==> src/rtl/keypad_scanner.sv <==
// keypad_scanner: 4x4 matrix-keypad front end.
// Drives one keypad column at a time and samples the synchronised row
// returns once per column dwell. Each sample is debounced, and every press
// that is accepted becomes one ASCII code in a small output queue. Codes are
// not repeated while a key is held.
//
// Parameters:
//   SCAN_DIV      clock cycles each column is driven (4..65535)
//   DEBOUNCE_CNT  consecutive matching samples needed to accept a press or
//                 a release (1..15)
//
// Ports:
//   clk          system clock, rising edge
//   reset        asynchronous active-high reset, clears all state
//   rows[3:0]    keypad row returns, active-high, asynchronous to clk
//   cols[3:0]    one-hot active-high column drive
//   rdEn         one-cycle pop strobe
//   keyCode[7:0] ASCII code at the queue head, 8'd0 when empty
//   keyValid     queue not empty
//   overflow     sticky flag: a press was dropped because the queue was full
//   clrOverflow  clears overflow (a new overflow in the same cycle wins)
//
// Build option:
//   KEYPAD_FIFO_EN  defined: 4-entry circular FIFO.
//                   undefined: single holding register.
module keypad_scanner #(
  parameter int unsigned SCAN_DIV     = 1000,
  parameter int unsigned DEBOUNCE_CNT = 4
) (
  input  logic       clk,
  input  logic       reset,
  input  logic [3:0] rows,
  output logic [3:0] cols,
  input  logic       rdEn,
  output logic [7:0] keyCode,
  output logic       keyValid,
  output logic       overflow,
  input  logic       clrOverflow
);

  typedef enum logic [1:0] {
    ST_SCAN     = 2'd0,
    ST_DEBOUNCE = 2'd1,
    ST_HELD     = 2'd2
  } state_t;

  localparam logic [15:0] DWELL_LAST = 16'(SCAN_DIV - 1);
  localparam logic [3:0]  DB_TARGET  = 4'(DEBOUNCE_CNT);

  // ASCII for the label at index 4*row+col of "123A456B789C*0#D".
  function automatic logic [7:0] ascii_of(input logic [3:0] idx);
    logic [7:0] code;
    case (idx)
      4'd0:    code = 8'h31;
      4'd1:    code = 8'h32;
      4'd2:    code = 8'h33;
      4'd3:    code = 8'h41;
      4'd4:    code = 8'h34;
      4'd5:    code = 8'h35;
      4'd6:    code = 8'h36;
      4'd7:    code = 8'h42;
      4'd8:    code = 8'h37;
      4'd9:    code = 8'h38;
      4'd10:   code = 8'h39;
      4'd11:   code = 8'h43;
      4'd12:   code = 8'h2A;
      4'd13:   code = 8'h30;
      4'd14:   code = 8'h23;
      4'd15:   code = 8'h44;
      default: code = 8'h00;
    endcase
    return code;
  endfunction

  // Lowest active row wins when several rows are high.
  function automatic logic [1:0] lowest_row(input logic [3:0] r);
    logic [1:0] idx;
    if (r[0]) begin
      idx = 2'd0;
    end else if (r[1]) begin
      idx = 2'd1;
    end else if (r[2]) begin
      idx = 2'd2;
    end else begin
      idx = 2'd3;
    end
    return idx;
  endfunction

  logic [3:0]  sync1_r;
  logic [3:0]  rows_s_r;
  logic [15:0] dwell_r;
  logic [1:0]  col_r;
  logic [3:0]  cols_r;
  state_t      state_r;
  logic [3:0]  pattern_r;
  logic [3:0]  match_cnt_r;
  logic [3:0]  rel_cnt_r;
  logic        sample_s;
  logic        push_s;
  logic [7:0]  push_code_s;
  logic        pop_s;
  logic        full_s;
  logic        wr_s;
  logic        ovf_set_s;
  logic [7:0]  key_code_r;
  logic        key_valid_r;
  logic        overflow_r;

  assign sample_s = (dwell_r == DWELL_LAST);

  // Two-flop synchroniser for the asynchronous row returns.
  always_ff @(posedge clk or posedge reset) begin
    if (reset) begin
      sync1_r  <= 4'd0;
      rows_s_r <= 4'd0;
    end else begin
      sync1_r  <= rows;
      rows_s_r <= sync1_r;
    end
  end

  // Accepting sample: the one that completes DEBOUNCE_CNT matches.
  always_comb begin
    push_s      = 1'b0;
    push_code_s = ascii_of({lowest_row(rows_s_r), col_r});
    if (sample_s) begin
      case (state_r)
        ST_SCAN: begin
          if ((rows_s_r != 4'd0) && (DB_TARGET == 4'd1)) begin
            push_s = 1'b1;
          end else begin
            push_s = 1'b0;
          end
        end
        ST_DEBOUNCE: begin
          if ((rows_s_r == pattern_r) && ((match_cnt_r + 4'd1) == DB_TARGET)) begin
            push_s = 1'b1;
          end else begin
            push_s = 1'b0;
          end
        end
        default: push_s = 1'b0;
      endcase
    end else begin
      push_s = 1'b0;
    end
  end

  // Dwell counter, column drive and scan/debounce/hold state machine.
  always_ff @(posedge clk or posedge reset) begin
    if (reset) begin
      dwell_r     <= 16'd0;
      col_r       <= 2'd0;
      cols_r      <= 4'b0001;
      state_r     <= ST_SCAN;
      pattern_r   <= 4'd0;
      match_cnt_r <= 4'd0;
      rel_cnt_r   <= 4'd0;
    end else begin
      if (sample_s) begin
        dwell_r <= 16'd0;
        case (state_r)
          ST_SCAN: begin
            if (rows_s_r == 4'd0) begin
              col_r  <= col_r + 2'd1;
              cols_r <= {cols_r[2:0], cols_r[3]};
            end else begin
              pattern_r   <= rows_s_r;
              match_cnt_r <= 4'd1;
              rel_cnt_r   <= 4'd0;
              state_r     <= push_s ? ST_HELD : ST_DEBOUNCE;
            end
          end
          ST_DEBOUNCE: begin
            if (rows_s_r == pattern_r) begin
              match_cnt_r <= match_cnt_r + 4'd1;
              rel_cnt_r   <= 4'd0;
              state_r     <= push_s ? ST_HELD : ST_DEBOUNCE;
            end else begin
              col_r   <= col_r + 2'd1;
              cols_r  <= {cols_r[2:0], cols_r[3]};
              state_r <= ST_SCAN;
            end
          end
          ST_HELD: begin
            if (rows_s_r != 4'd0) begin
              rel_cnt_r <= 4'd0;
            end else if ((rel_cnt_r + 4'd1) == DB_TARGET) begin
              rel_cnt_r <= 4'd0;
              col_r     <= col_r + 2'd1;
              cols_r    <= {cols_r[2:0], cols_r[3]};
              state_r   <= ST_SCAN;
            end else begin
              rel_cnt_r <= rel_cnt_r + 4'd1;
            end
          end
          default: state_r <= ST_SCAN;
        endcase
      end else begin
        dwell_r <= dwell_r + 16'd1;
      end
    end
  end

  // A push into a full queue still lands if a pop frees a slot that cycle.
  assign wr_s      = push_s & (~full_s | pop_s);
  assign ovf_set_s = push_s & full_s & ~pop_s;

`ifdef KEYPAD_FIFO_EN
  logic [7:0] mem_r   [4];
  logic [7:0] mem_n_s [4];
  logic [1:0] wr_ptr_r;
  logic [1:0] rd_ptr_r;
  logic [2:0] count_r;
  logic [1:0] wr_ptr_n_s;
  logic [1:0] rd_ptr_n_s;
  logic [2:0] count_n_s;

  assign full_s = (count_r == 3'd4);
  assign pop_s  = rdEn & (count_r != 3'd0);

  // Next FIFO contents, pointers and occupancy.
  always_comb begin
    mem_n_s = mem_r;
    if (wr_s) begin
      mem_n_s[wr_ptr_r] = push_code_s;
      wr_ptr_n_s        = wr_ptr_r + 2'd1;
    end else begin
      wr_ptr_n_s = wr_ptr_r;
    end
    if (pop_s) begin
      rd_ptr_n_s = rd_ptr_r + 2'd1;
    end else begin
      rd_ptr_n_s = rd_ptr_r;
    end
    case ({wr_s, pop_s})
      2'b10:   count_n_s = count_r + 3'd1;
      2'b01:   count_n_s = count_r - 3'd1;
      default: count_n_s = count_r;
    endcase
  end

  // FIFO state plus registered head/valid outputs.
  always_ff @(posedge clk or posedge reset) begin
    if (reset) begin
      for (int i = 0; i < 4; i++) begin
        mem_r[i] <= 8'd0;
      end
      wr_ptr_r    <= 2'd0;
      rd_ptr_r    <= 2'd0;
      count_r     <= 3'd0;
      key_valid_r <= 1'b0;
      key_code_r  <= 8'd0;
    end else begin
      mem_r       <= mem_n_s;
      wr_ptr_r    <= wr_ptr_n_s;
      rd_ptr_r    <= rd_ptr_n_s;
      count_r     <= count_n_s;
      key_valid_r <= (count_n_s != 3'd0);
      key_code_r  <= (count_n_s != 3'd0) ? mem_n_s[rd_ptr_n_s] : 8'd0;
    end
  end
`else
  logic [7:0] hold_r;
  logic       valid_r;

  assign full_s = valid_r;
  assign pop_s  = rdEn & valid_r;

  // Single holding register plus registered head/valid outputs.
  always_ff @(posedge clk or posedge reset) begin
    if (reset) begin
      hold_r      <= 8'd0;
      valid_r     <= 1'b0;
      key_valid_r <= 1'b0;
      key_code_r  <= 8'd0;
    end else if (wr_s) begin
      hold_r      <= push_code_s;
      valid_r     <= 1'b1;
      key_valid_r <= 1'b1;
      key_code_r  <= push_code_s;
    end else if (pop_s) begin
      valid_r     <= 1'b0;
      key_valid_r <= 1'b0;
      key_code_r  <= 8'd0;
    end else begin
      valid_r     <= valid_r;
      key_valid_r <= valid_r;
      key_code_r  <= valid_r ? hold_r : 8'd0;
    end
  end
`endif

  // Sticky overflow; a new drop outranks a same-cycle clear.
  always_ff @(posedge clk or posedge reset) begin
    if (reset) begin
      overflow_r <= 1'b0;
    end else if (ovf_set_s) begin
      overflow_r <= 1'b1;
    end else if (clrOverflow) begin
      overflow_r <= 1'b0;
    end else begin
      overflow_r <= overflow_r;
    end
  end

  assign cols     = cols_r;
  assign keyCode  = key_code_r;
  assign keyValid = key_valid_r;
  assign overflow = overflow_r;

endmodule

==> config.mk <==
export PLATFORM = sky130hd
export DESIGN_NAME = keypad_scanner
export DESIGN_NICKNAME = d
export VERILOG_FILES = /design/src/rtl/keypad_scanner.sv
export SDC_FILE = /design/constraint.sdc
export NUM_CORES = 1
export LEC_CHECK = 0
export BUFFER_PORTS_ARGS = -buffer_cell sky130_fd_sc_hd__buf_4
export CAP_MARGIN = 10
export CORE_AREA = 3 3 78 80
export CTS_CLUSTER_DIAMETER = 60
export DETAILED_ROUTE_END_ITERATION = 10
export DIE_AREA = 0 0 81 83
export PLACE_DENSITY = 0.73
export SYNTH_ARGS = -nofsm -noshare
export SYNTH_HDL_FRONTEND = slang
export SYNTH_SLANG_ARGS = --single-unit
==> constraint.sdc <==
create_clock -name clk -period 2.71 [get_ports clk]
set_clock_uncertainty 0.1 [all_clocks]
set_input_delay 0.271 -clock clk [delete_from_list [all_inputs] [get_ports clk]]
set_output_delay 0.271 -clock clk [all_outputs]
set_load 0.01 [all_outputs]
Yosys cells after proc, flatten, opt, wreduce, memory -nomap -nowiden:

Memories as Yosys holds them, arrays and structs flattened.
Cells that the tools add are included.

* reduce and logical (&&, ||, !) cells: 13
* bitwise operators: 8
* equality and inequality tests: 12
* multiplexer cells: 38
* $add $sub $neg: 4

Operators by type and width (number)
* 4-bit 2-to-1 mux: 10
* 8-bit 2-to-1 mux: 3
* 4-bit case mux with 3 select lines: 2
* 2-bit 2-to-1 mux: 11
* 16-bit by 1-bit adder with 16-bit output (second input constant): 1
* 16-bit by 10-bit equality test with 1-bit output (second input constant): 1
* 16-bit 2-to-1 mux: 1
* 2-bit inequality test (second input constant): 6
* 2-bit case mux with 3 select lines: 2
* 4-bit AND reduction: 3
* 4-bit by 1-bit adder with 4-bit output (second input constant): 2
* 4-bit by 3-bit equality test with 1-bit output (second input constant): 2
* 1-bit 2-to-1 mux: 8
* 4-bit case mux with 2 select lines: 1
* 6-bit AND reduction: 1
* 2-bit nonzero test: 3
* 1-bit bitwise AND: 4
* 4-bit equality test: 1
* 4-bit zero test: 1
* 4-bit nonzero test: 1
* 1-bit inverter: 3
* 3-bit AND reduction: 1
* 3-bit nonzero test: 1
* 2-bit by 1-bit adder with 2-bit output (second input constant): 1
* 5 further kinds: 5

* bits in registers: 62
* memories: 1
* word-level logic and storage cells: 89
* bits in read-only memories: 112
* bits of input ports: 8
* output and inout bits: 14

Memories
* (no name shown): depth 16, width 7, read ports 1, clocked after Yosys merged registers in 0, wr ports 0, RTL line 53 `case (idx)`

Depth between registers and ports, before layout:

* depth in word-level cells: 9
* depth in mapped cells: 8
* gate-level depth less buffers: 7

Worst setup path before layout:

OpenSTA, ideal clock, no wires.

* path kind: flip-flop to flip-flop
* from: register dwell_r[13]
* to: register pattern_r[0]
* setup slack: 0.077 ns
* library setup time: 0.125 ns
* cell stages (with the launch flop): 7
* arrival time: 2.408 ns
* clock period less this slack: 2.633 ns
* path buffers: 2
* required time: 2.485 ns
* cells stage by stage: dfrtp_1 > or4_1 > or4_1 > buf_2 > or4_1 > buf_2 > mux2_4

* word-level cells in the longest chain between the ends: 2

RTL lines
* start: declaration: RTL line 92 `logic [15:0] dwell_r;`
* start signal: assignment: RTL line 201 `dwell_r <= dwell_r + 16'd1;`
* 16-bit by 10-bit equality test with 1-bit output: RTL line 110 `assign sample_s = (dwell_r == DWELL_LAST);`
* 3-bit AND reduction (no source line)
* end signal: assignment: RTL line 169 `pattern_r <= rows_s_r;`
* end: declaration: RTL line 96 `logic [3:0] pattern_r;`

Every way passes these cells.
A chain may end at the register's enable or synchronous reset.

Worst setup path in the final report:

* from: register dwell_r[13]
* to: register pattern_r[2]

The elaborated chain is that of the path after synthesis.

==> key figures <==
Run status
  – Run status: completed

Pwr
  – Power per Cell Area: between 500 and 600 nW/um^2
  – Peak VDD IR: 0.537 mV
  – Leakage: approximately 1.6 nW
  – Pwr Total: approximately 0.0020 W

Clock tree
  – Clock slew at reported path FFs: around 70 ps
  – CTS tree: yes
  – Clk Tree Root Cell: clkbuf_8
  – Sink Count: 60
  – CTS buffer count: 9
  – Number of H-tree levels: 3
  – Clock Latency Late Sink: 340 ps
  – Max clock buf depth: 2
  – Post_cts resized: 0

Placed design
  – Placed cells: 357
  – Placer Congestion: 0.832
  – HPWL Detailed: 3430 um
  – I/O Buffers: 20
  – Dpl cell area: about 3100 um^2

Die
  – Core box area: 5470 um^2
  – Chip Height: 83 um
  – IO Pins: 22
  – Placement row count: 27
  – Starting Density: 0.522
  – Die Width: 81 um
  – Die area: 6720 um^2

Cells and area
  – Antenna cell count: 0
  – Area grow syn2layout: 20.4%
  – Final #Nets: 319
  – Non-Filler Instances: 378
  – Design Area, Final: between 3000 and 4000 um^2
  – Most frequent cells in the layout: dfrtp_1, buf_4, nand2_1
  – Share of cells above drive strength 1: 0.199
  – Final core utilization: 0.628
  – Commonest non-fill, non-tap cell in the layout: dfrtp_1

Critical path
  – Reg2reg start: dwell_r[13]
  – Critical Path Start Type: register
  – Cells along the critical path: or4_1 > or4_1 > or4_1 > mux2_4
  – CP max stage delay: 560 ps
  – Crit-path max FO: 5
  – Crit path kind: register to register
  – Crit end category: register
  – Critical Path Source: dwell_r[13]
  – Worst path slowest cell: or4_1
  – Most used cell, CP: or4_1
  – Worst EP required: 2830 ps
  – CP arrival: 2710 ps

Synthesis
  – Yosys reg bits: 60
  – Largest area contributor in the netlist: dfrtp_1
  – Post-Syn Instances: 267
  – Mapped Nets: roughly 290
  – Cell Area, Synth: roughly 2900 um^2
  – Yosys cell types: 40
  – Ys flop type: dfrtp_1
  – Synth top area share: 0.517
  – EDFF count, synth: 0
  – Syn Area/Cell: 10.7 um^2
  – Dominant cells by area after synthesis: dfrtp_1, ha_1, xnor2_1
  – Post-synth ARST share: 1.00
  – Register area share after synthesis: 0.526
  – Synth warnings: 0

GRT
  – GRT Resource Usage Total: 0.179
  – Initial antenna violation count: 0
  – Vias in the first global route: 2007
  – Global-route wire length before repair: 9380 um
  – Largest net degree at the start of global routing: 45
  – GR Overflow Total: 0

Run
  – MaxCap Viol Count: 0

Drt
  – Vias per cell: around 5.4
  – Drc violations: 0
  – Routed via count: between 2000 and 2500
  – Pre-antenna DRT Iters: 6
  – WL/cell: about 14 um
  – Detail Route Antenna Nets: 0
  – Detailed Route Iter0 Violations: 77
  – Routed WL: roughly 5400 um

STA
  – Maximum clock rate: 387 MHz
  – Final hold violations: 0
  – Least-Margin Pin Slew: 506 ps
  – Endpoints failing setup: 0
  – Period minus WS final: 2590 ps
  – Worst slew margin: 0.660
  – RSZ-0062 raised after global routing: false
  – Final Slew Violations: 0
  – Fin crit share: 0.955
  – Setup TNS: 0 ps

Hold path
  – Hold Startpoint: clrOverflow
  – Hold Path Class: input pin to register
## what timing repair did
item | 4_1_cts | 5_1_grt
hold buffers | 5 | 0
setup endpoints to repair | 0 | 0
buffers inserted | 0 | 0
endpoints found under the hold margin | 20 | 0
## synthesized netlist by cell type (6+ instances only)
cell type and count:
nor4_1 7, clkbuf_1 8, nand4_1 8, mux2_2 8, inv_1 19, o22ai_1 6
o21ai_0 9, xnor2_1 14, dfrtp_1 59, a21oi_1 13, mux2i_1 11, ha_1 10
nor2_1 14, nand2_1 22
## metal layers
layer  GRT usage  wire length (um)  vias up
met1       0.236              2480      973
met2       0.273              2600       52
met3      0.0683               291        6
met5           0                 0        -
met4      0.0507                65        0
li1            -                 -      999
## final timing paths
check                               end  slack (ps)  cells after the start
max in group asynchronous       cols[0]        1550                      4
setup reg to reg           pattern_r[2]         120                      4
min in group asynchronous   dwell_r[15]         380                      3
setup / recovery           pattern_r[2]         120                      4
hold reg to reg             rows_s_r[0]         250                      0
hold / removal                 overflow          20                      2
## kinds of logic (layout without fill, tap and decap cells)
group / count (synthesis) / after routing / share of synthesized area
multiplexers: 22 / 22 / 0.0858
XOR/XNOR: 19 / 19 / 0.0582
AO/OA/AOI/OAI: 43 / 43 / 0.0972
buffers and inverters: 31 / 70 / 0.0429
flip-flops: 60 / 60 / 0.526
adder cells (fa/ha/maj): 10 / 10 / 0.0438
AND/OR/NAND/NOR: 81 / 81 / 0.145
other: 1 / 1 / 0.00131
## flip-flops by register name (all words and copies together), names as in the netlist
register and count:
dwell_r 16, hold_r 7, keyCode 7, cols 4, match_cnt_r 4, pattern_r 4
rel_cnt_r 4, rows_s_r 4, sync1_r 4, col_r 2, state_r 2, full_s 1
overflow 1
## area by class of cell
| type | instances | area, um^2 |
|---|---|---|
| Timing Repair Buffer | 35 | 288 |
| Sequential cell | 60 | 1500 |
| Multi-Input combinational cell | 176 | 1240 |
| Tap cell | 72 | 90.1 |
| Clock buffer | 10 | 138 |
| Fill cell | 440 | 2030 |
| Clock inverter | 6 | 111 |
| Inverter | 19 | 71.3 |
## critical path, delay by kind of cell, from the launching register on
kind | cells | cell delay, ps
flops | 1 | 370
mux | 1 | 340
simple gates | 3 | 1670
## report_power, final
part	switching, W	leakage [nW]	internal (W)
logic	0.0000291	0.734	0.0000237
clock network	0.000359	0.122	0.000635
registers	0.00000873	0.771	0.000901
## stage by stage
step | setup WS [ps] | hold WS [ps]
after floorplan | 76.9 | 202
after global routing | 45.9 | 21.2
after global placement | 149 | 177
final | 123 | 22.0
after detailed placement | 128 | 183
after CTS | 117 | 9.86
(Power assumes the default switching activity.)
